`src/rtl/game_ctrl.sv`:
```
// Game-flow controller upstream of play_screen: debounces the board buttons,
// runs the round FSM and one-second countdown, and drives state/dir/time_left.
module game_ctrl #(
  parameter logic [19:0] DEB_CYCLES  = 20'd1000000,
  parameter logic [26:0] TICK_CYCLES = 27'd100000000,
  parameter logic [6:0]  ROUND_SECS  = 7'd60,
  parameter logic [3:0]  WIN_SCORE   = 4'd9,
  parameter logic [3:0]  MAX_MISS    = 4'd5
) (
  input  logic       clk,
  input  logic       rst,
  input  logic       btn_start,
  input  logic       btn_pause,
  input  logic       btn_left,
  input  logic       btn_right,
  input  logic [3:0] score,
  input  logic [3:0] miss,
  output logic [2:0] state,
  output logic [1:0] dir,
  output logic [6:0] time_left,
  output logic       round_over
);

  typedef enum logic [2:0] {
    IDLE  = 3'b000,
    PLAY  = 3'b010,
    PAUSE = 3'b100,
    WIN   = 3'b101,
    LOSE  = 3'b111
  } state_t;

  // Button bit order: 0 start, 1 pause, 2 left, 3 right.
  logic [3:0]  btn_raw;
  logic [3:0]  sync_a;
  logic [3:0]  sync_b;
  logic [3:0]  deb;
  logic [1:0]  deb_q;
  logic [19:0] deb_cnt [4];

  logic        start_pulse;
  logic        pause_pulse;
  logic [1:0]  dir_sel;
  logic [26:0] tick_cnt;
  state_t      cur;
  state_t      nxt;

  assign btn_raw = {btn_right, btn_left, btn_pause, btn_start};

  // Two-flop synchroniser, then a level accepted only after DEB_CYCLES
  // consecutive disagreeing samples; any agreeing sample restarts the count.
  always_ff @(posedge clk or negedge rst) begin
    if (!rst) begin
      sync_a <= '0;
      sync_b <= '0;
      deb    <= '0;
      deb_q  <= '0;
      // NOTE: deb_cnt is a small flop array, not a RAM, so it is reset like any register.
      for (int i = 0; i < 4; i++) deb_cnt[i] <= '0;
    end else begin
      // NOTE: non-blocking assignments make sync_b take the old sync_a, giving two real stages.
      sync_a <= btn_raw;
      sync_b <= sync_a;
      deb_q  <= deb[1:0];
      for (int i = 0; i < 4; i++) begin
        if (sync_b[i] == deb[i]) begin
          deb_cnt[i] <= '0;
        end else if (deb_cnt[i] == DEB_CYCLES - 20'd1) begin
          deb[i]     <= sync_b[i];
          deb_cnt[i] <= '0;
        end else begin
          deb_cnt[i] <= deb_cnt[i] + 20'd1;
        end
      end
    end
  end

  assign start_pulse = deb[0] & ~deb_q[0];
  assign pause_pulse = deb[1] & ~deb_q[1];

  always_comb begin
    dir_sel = 2'b00;
    if (deb[2] && !deb[3])      dir_sel = 2'b01;
    else if (deb[3] && !deb[2]) dir_sel = 2'b10;
  end

  always_comb begin
    // NOTE: defaulting nxt before the case keeps every path assigned, so no latch is inferred.
    nxt = cur;
    unique case (cur)
      IDLE: if (start_pulse) nxt = PLAY;
      PLAY: begin
        if (score >= WIN_SCORE)     nxt = WIN;
        else if (miss >= MAX_MISS)  nxt = LOSE;
        else if (time_left == 7'd0) nxt = LOSE;
        else if (pause_pulse)       nxt = PAUSE;
        else if (start_pulse)       nxt = IDLE;
      end
      PAUSE: begin
        if (start_pulse)      nxt = IDLE;
        else if (pause_pulse) nxt = PLAY;
      end
      WIN, LOSE: if (start_pulse) nxt = IDLE;
      default: nxt = IDLE;
    endcase
  end

  // State, timer and the play_screen-facing outputs all register together.
  always_ff @(posedge clk or negedge rst) begin
    if (!rst) begin
      cur        <= IDLE;
      dir        <= 2'b00;
      round_over <= 1'b0;
      time_left  <= ROUND_SECS;
      tick_cnt   <= '0;
    end else begin
      cur        <= nxt;
      dir        <= (nxt == PLAY) ? dir_sel : 2'b00;
      round_over <= (nxt == WIN) || (nxt == LOSE);
      if (nxt == IDLE) begin
        time_left <= ROUND_SECS;
        tick_cnt  <= '0;
      end else if (cur == PLAY) begin
        if (tick_cnt == TICK_CYCLES - 27'd1) begin
          tick_cnt <= '0;
          if (time_left != 7'd0) time_left <= time_left - 7'd1;
        end else begin
          tick_cnt <= tick_cnt + 27'd1;
        end
      end
    end
  end

  assign state = cur;

endmodule

```
`config.mk`:
```
export PLATFORM = sky130hd
export DESIGN_NAME = game_ctrl
export DESIGN_NICKNAME = d
export VERILOG_FILES = /design/src/rtl/game_ctrl.sv
export SDC_FILE = /design/constraint.sdc
export NUM_CORES = 1
export LEC_CHECK = 0
export ABC_CLOCK_PERIOD_IN_PS = 3250
export BUFFER_PORTS_ARGS = -buffer_cell sky130_fd_sc_hd__buf_2
export CELL_PAD_IN_SITES_DETAIL_PLACEMENT = 0
export CELL_PAD_IN_SITES_GLOBAL_PLACEMENT = 1
export CORE_MARGIN = 1.5
export CORE_UTILIZATION = 35
export DETAILED_ROUTE_END_ITERATION = 7
export PLACE_DENSITY_LB_ADDON = 0.12
export SLEW_MARGIN = 40
export SYNTH_ARGS = -nofsm -noshare
export SYNTH_HDL_FRONTEND = slang
export SYNTH_SLANG_ARGS = --single-unit
```
`constraint.sdc`:
```
create_clock -name clk -period 3.25 [get_ports clk]
set_clock_uncertainty 0.2 [all_clocks]
set_input_delay 0.65 -clock clk [delete_from_list [all_inputs] [get_ports clk]]
set_output_delay 0.65 -clock clk [all_outputs]
set_load 0.01 [all_outputs]
```
# Word level (Yosys, flattened, before mapping)
# Cells that the tools add are included.
[classes]
n_addsub = 6
n_lt_le_gt_ge = 2
eq_ne = 16
n_mux = 27
bitwise_logic = 8
n_reduce_logical = 18
[ops]
columns = ["op", "count"]
rows = [
  ["two-way mux 20 bit", 8],
  ["two-way mux 27 bit", 3],
  ["adder 20 x 1 -> 20 bit (second input constant)", 4],
  ["equality test 20 bit (second input constant)", 4],
  ["two-way mux 7 bit", 4],
  ["adder 27 x 1 -> 27 bit (second input constant)", 1],
  ["equality test 27 bit (second input constant)", 1],
  ["two-way mux 3 bit", 8],
  ["equality test 3 bit (second input constant)", 5],
  ["case mux 3 bit (4 select lines)", 1],
  ["AND reduction 2 bit", 4],
  ["zero test 7 bit", 1],
  ["nonzero test 7 bit", 1],
  ["subtractor 7 x 1 -> 7 bit (second input constant)", 1],
  ["equality test 3 x 2 -> 1 bit (second input constant)", 2],
  ["zero test 3 bit", 2],
  ["two-way mux 2 bit", 3],
  ["NOT 1 bit", 6],
  ["nonzero test 2 bit", 3],
  ["equality test 1 bit", 4],
  ["greater-or-equal comparator 4 x 3 -> 1 bit (second input constant)", 1],
  ["greater-or-equal comparator 4 bit (second input constant)", 1],
  ["AND reduction 3 bit", 1],
  ["AND 1 bit", 2],
  ["4 further kinds", 6],
]
[word_totals]
register_bits = 134
word_cells = 93

# Longest topological paths before layout
[logic_depth]
depth_word = 11
mapped_depth = 8

# Worst setup path after synthesis
# No wires, ideal clock.
[synth_timing]
path_type = "flip-flop to flip-flop"
start = "reg time_left[0]"
end = "reg tick_cnt[7]"
setup_time_ns = 0.147
arrival_ns = 2.106
path_slack_ns = 0.798
path_stages_with_launch = 9
n_path_buf = 1
cell_sequence = "dfrtp_1 > inv_1 > ha_1 > nor3b_1 > a211oi_1 > a211oi_1 > a211oi_1 > clkbuf_1 > a221oi_1"
[synth_via]
elab_chain_cells = 7
word_cells_on_any_way = 8
cone_classes = "mux (5); reduce/logical (3)"
[synth_rtl]
columns = ["element", "line", "source"]
rows = [
  ["start, declared", "20", "output logic [6:0] time_left,"],
  ["start signal, assigned", "125", "if (time_left != 7'd0) time_left <= time_left - 7'd1;"],
  ["zero test 7 bit (*)", "94", "else if (time_left == 7'd0) nxt = LOSE;"],
  ["two-way mux 3 bit (*)", "94", ""],
  ["two-way mux 3 bit (*)", "93", "else if (miss >= MAX_MISS) nxt = LOSE;"],
  ["two-way mux 3 bit (*)", "92", "if (score >= WIN_SCORE) nxt = WIN;"],
  ["case mux 3 bit (4 select lines) (*)", "89", "unique case (cur)"],
  ["zero test 3 bit (*)", "119", "if (nxt == IDLE) begin"],
  ["two-way mux 27 bit / nonzero test 2 bit (equally long branches)", "-", ""],
  ["end signal, assigned", "127", "tick_cnt <= tick_cnt + 27'd1;"],
  ["end, declared", "43", "logic [26:0] tick_cnt;"],
]
# Mark *: on every way between the ends. The rest lies on a longest branch, timed or not.
# A chain may end at the register's enable or synchronous reset.

# Worst setup path after layout
[layout_timing]
start = "reg time_left[0]"
end = "reg dir[0]"
[layout_via]
elab_chain_cells = 7
[layout_rtl]
columns = ["element", "line", "source"]
rows = [
  ["zero test 7 bit", "94", ""],
  ["two-way mux 3 bit", "94", ""],
  ["two-way mux 3 bit", "93", ""],
  ["two-way mux 3 bit", "92", ""],
  ["case mux 3 bit (4 select lines)", "89", ""],
  ["equality test 3 x 2 -> 1 bit", "117", "dir <= (nxt == PLAY) ? dir_sel : 2'b00;"],
  ["two-way mux 2 bit", "117", ""],
  ["end signal, assigned", "117", ""],
  ["end, declared", "19", "output logic [1:0] dir,"],
]
# Every way passes these cells.

==> summary.txt <==
Die Y: 140 um
Die width: 140 um
Reg2Reg Depth: 8
Endpoints failing setup: 0
Post-synth ARST share: 100%
Outcome: complete, but fails checks
Post-CTS sizing: 0
Switching share of power: 26.0%
VDD IR max: 0.360 mV
Final nets: 714
Share of layout cells above drive strength 1: 12.7%
Residual DRC: 3
Buffers on Ports: 26
Final wirelength: 14,200 um
Detailed Routing Iterations Pass 1: 6
Internal power: 3540 uW
Power Density: 625 nW/um^2
Area contributors post-synth: dfrtp_1 50%, xor2_1 7.0%, nor2_1 6.0%
Clk_lat worst skew: 0.42 ns
Critical path destination: dir[0]$_DFF_PN0_
Placed instance area: 6980 um^2
Period utilisation layout: 85.2%
Die area: 19,500 um^2
Via count: 4,856
Cell Rows: 49
RSZ-0062 raised after global routing: false
Synth Cell Area: 6520 um^2
Final RePlAce weighted congestion: 0.772
Ports: 27
Area leader, netlist: dfrtp_1
Total power: 4790 uW
DR WL/cell: 15.2 um
Syn_nets: 677
Root Buffer: clkbuf_16
Ys Warns: 0
Initial DRC Count: 380
Hold_ws: -0.00314 ns
Number of synthesized flops with an enable pin: 0
First-pass GRT wire length: 24,400 um
Leakage power: 0.00320 uW
Largest net degree at the start of global routing: 56
Vias per cell: 5.19
Worst hold path class: primary input to async pin
H-Tree Level Count: 4
Worst r2r src: time_left[0]$_DFFE_PN0P_
Synth cell types: 52
CP Capture Type: register
# diodes: 0
Sequential element share of the synthesized area: 51.5%
Vias in the first global route: 4,738
Crit path kind: register to register
Commonest non-fill, non-tap cell in the layout: dfrtp_1
Startpoint types: register
Hold_buf cts: 0
Post CTS Setup Buffer Count: 0
Clock Sinks: 134
Crit path time final: 2.77 ns
Worst Path Required: 3.36 ns
Final setup slack of the worst path: 0.480 ns
Max Root-Sink Buffers: 2
Starting Density: 35.9%
CTS tree: yes
Flop pwr share: 43.8%
Global route total overflow: 0
Design area: 7660 um^2
# fillers: 1,748
Area growth from synthesis to layout: 17.5%
Most frequent cells in the layout: 130 x dfrtp_1, 104 x nor2_1, 52 x xor2_1, 47 x nand2_1, 46 x nand3_1
#FFs+latches synth: 134
CTS Buf Count: 17
Tot GR Track Use: 15.6%
Synthesized area per cell: 9.93 um^2
Combinational group share of total power: 10.2%
Antenna violations before repair: 0
HPWL Detailed: 9600 um
Pre-CTS worst setup slack: 0.410 ns
Slew @ Worst Pin: 0.728 ns
Crit path DAT: 2.88 ns
Synth top area share: 49.9%
Failing checks: DRC, hold timing
Fin. max-slew vios: 0
Final hold vios: 2
Psw: 1240 uW
Clk pin slew, worst setup/hold paths: 0.06 ns
Crit-path max FO: 12
Core Region: 18,100 um^2
FMAX: 361 MHz
Reg-to-reg setup timing slack: 0.48 ns
Maxcap violations: 0
Routed Antenna Nets: 0
Post-route setup TNS: 0 ns
Cells after synthesis: 657
Max_slew headroom: 51.1%
FF-to-FF End: dir[0]$_DFF_PN0_
Commonest register cell after synthesis: dfrtp_1
Clock power share: 46.0%
CP startpoint: time_left[0]$_DFFE_PN0P_
## metal layers
layer / GRT usage [%] / part of all wire [%] / vias to the layer above / routed length, um
met5: 0 / 0 / - / 0
met3: 4.78 / 4.3 / 11 / 614
met2: 22.7 / 44 / 74 / 6220
met1: 22.1 / 51 / 2393 / 7230
li1: - / - / 2378 / -
met4: 5.32 / 1.1 / 0 / 150
## sequential cells by signal (all words and copies together), names as in the netlist
register,count
sync_a,4
time_left,7
state,3
dir,2
sync_b,4
deb_cnt,80
deb_q,2
deb,4
round_over,1
tick_cnt,27
## power groups by stage
stage	sequential, uW	clock [uW]	combinational (uW)
final	2100	2200	487
after global placement	2120	0	479
after global routing	2130	2350	558
after CTS	2090	2270	495
after floorplan	2070	0	334
after detailed placement	2120	0	492
## logic make-up (layout without fill, tap and decap cells)
group | Yosys count | after routing | synth area share, %
AO/OA/AOI/OAI | 63 | 63 | 6.29
XOR/XNOR | 95 | 95 | 12.8
adder cells (fa/ha/maj) | 6 | 6 | 1.15
buffers and inverters | 34 | 84 | 1.98
flip-flops | 134 | 134 | 51.5
multiplexers | 5 | 5 | 0.844
AND/OR/NAND/NOR | 320 | 320 | 25.5
## cell type report
class | instances | area, um^2 | area share [%]
Clock buffer | 18 | 429 | 5.60
Clock inverter | 14 | 246 | 3.22
Multi-Input combinational cell | 489 | 3060 | 40.0
Tap cell | 229 | 287 | 3.74
Sequential cell | 134 | 3360 | 43.8
Inverter | 17 | 63.8 | 0.833
Timing Repair Buffer | 35 | 216 | 2.82
## how the worst min path moves through the flow
stage                              from                    end  slack [ns]  depth (start not counted)
floorplan           sync_a[0]$_DFF_PN0_    sync_b[0]$_DFF_PN0_        0.13                          0
global placement    sync_a[1]$_DFF_PN0_    sync_b[1]$_DFF_PN0_        0.14                          0
detailed placement  sync_a[0]$_DFF_PN0_    sync_b[0]$_DFF_PN0_        0.13                          0
CTS                                 rst     state[0]$_DFF_PN0_       0.009                          1
global route                        rst  deb_cnt[48]$_DFF_PN0_        0.02                          1
finish                              rst     state[0]$_DFF_PN0_      -0.003                          1
## cells in the mapped netlist (5+ instances only)
master      n
ha_1        6
dfrtp_1   130
nand4_1    29
and4_1     12
nor3_1     16
xor2_1     52
nor4b_1     8
inv_1      17
and2_1      6
nand2_1    47
a211oi_1   15
and3_1     15
nor2_1    105
nor4_1     10
nand3_1    46
or2_2       5
clkbuf_1   15
xnor2_1    43
a21oi_1    23
o21ai_0     7
## worst max-delay path, stage by stage (launching register included)
cell and delay, ns:
dfrtp_1 0.38, inv_1 0.10, ha_1 0.19, nor3b_1 0.51, a211oi_1 0.21, a211oi_1 0.41
a211oi_4 0.17, buf_4 0.22, nor4b_1 0.28
## metrics by stage
step,hold slack [ns],util [%],cells
final,-0.00314,42.2,936
after detailed placement,0.135,38.4,904
after global placement,0.136,38.4,904
after global routing,0.0229,42.2,936
after CTS,0.00881,42.2,936
after floorplan,0.131,-,657
Note: power is estimated with default switching activity, not from simulation.
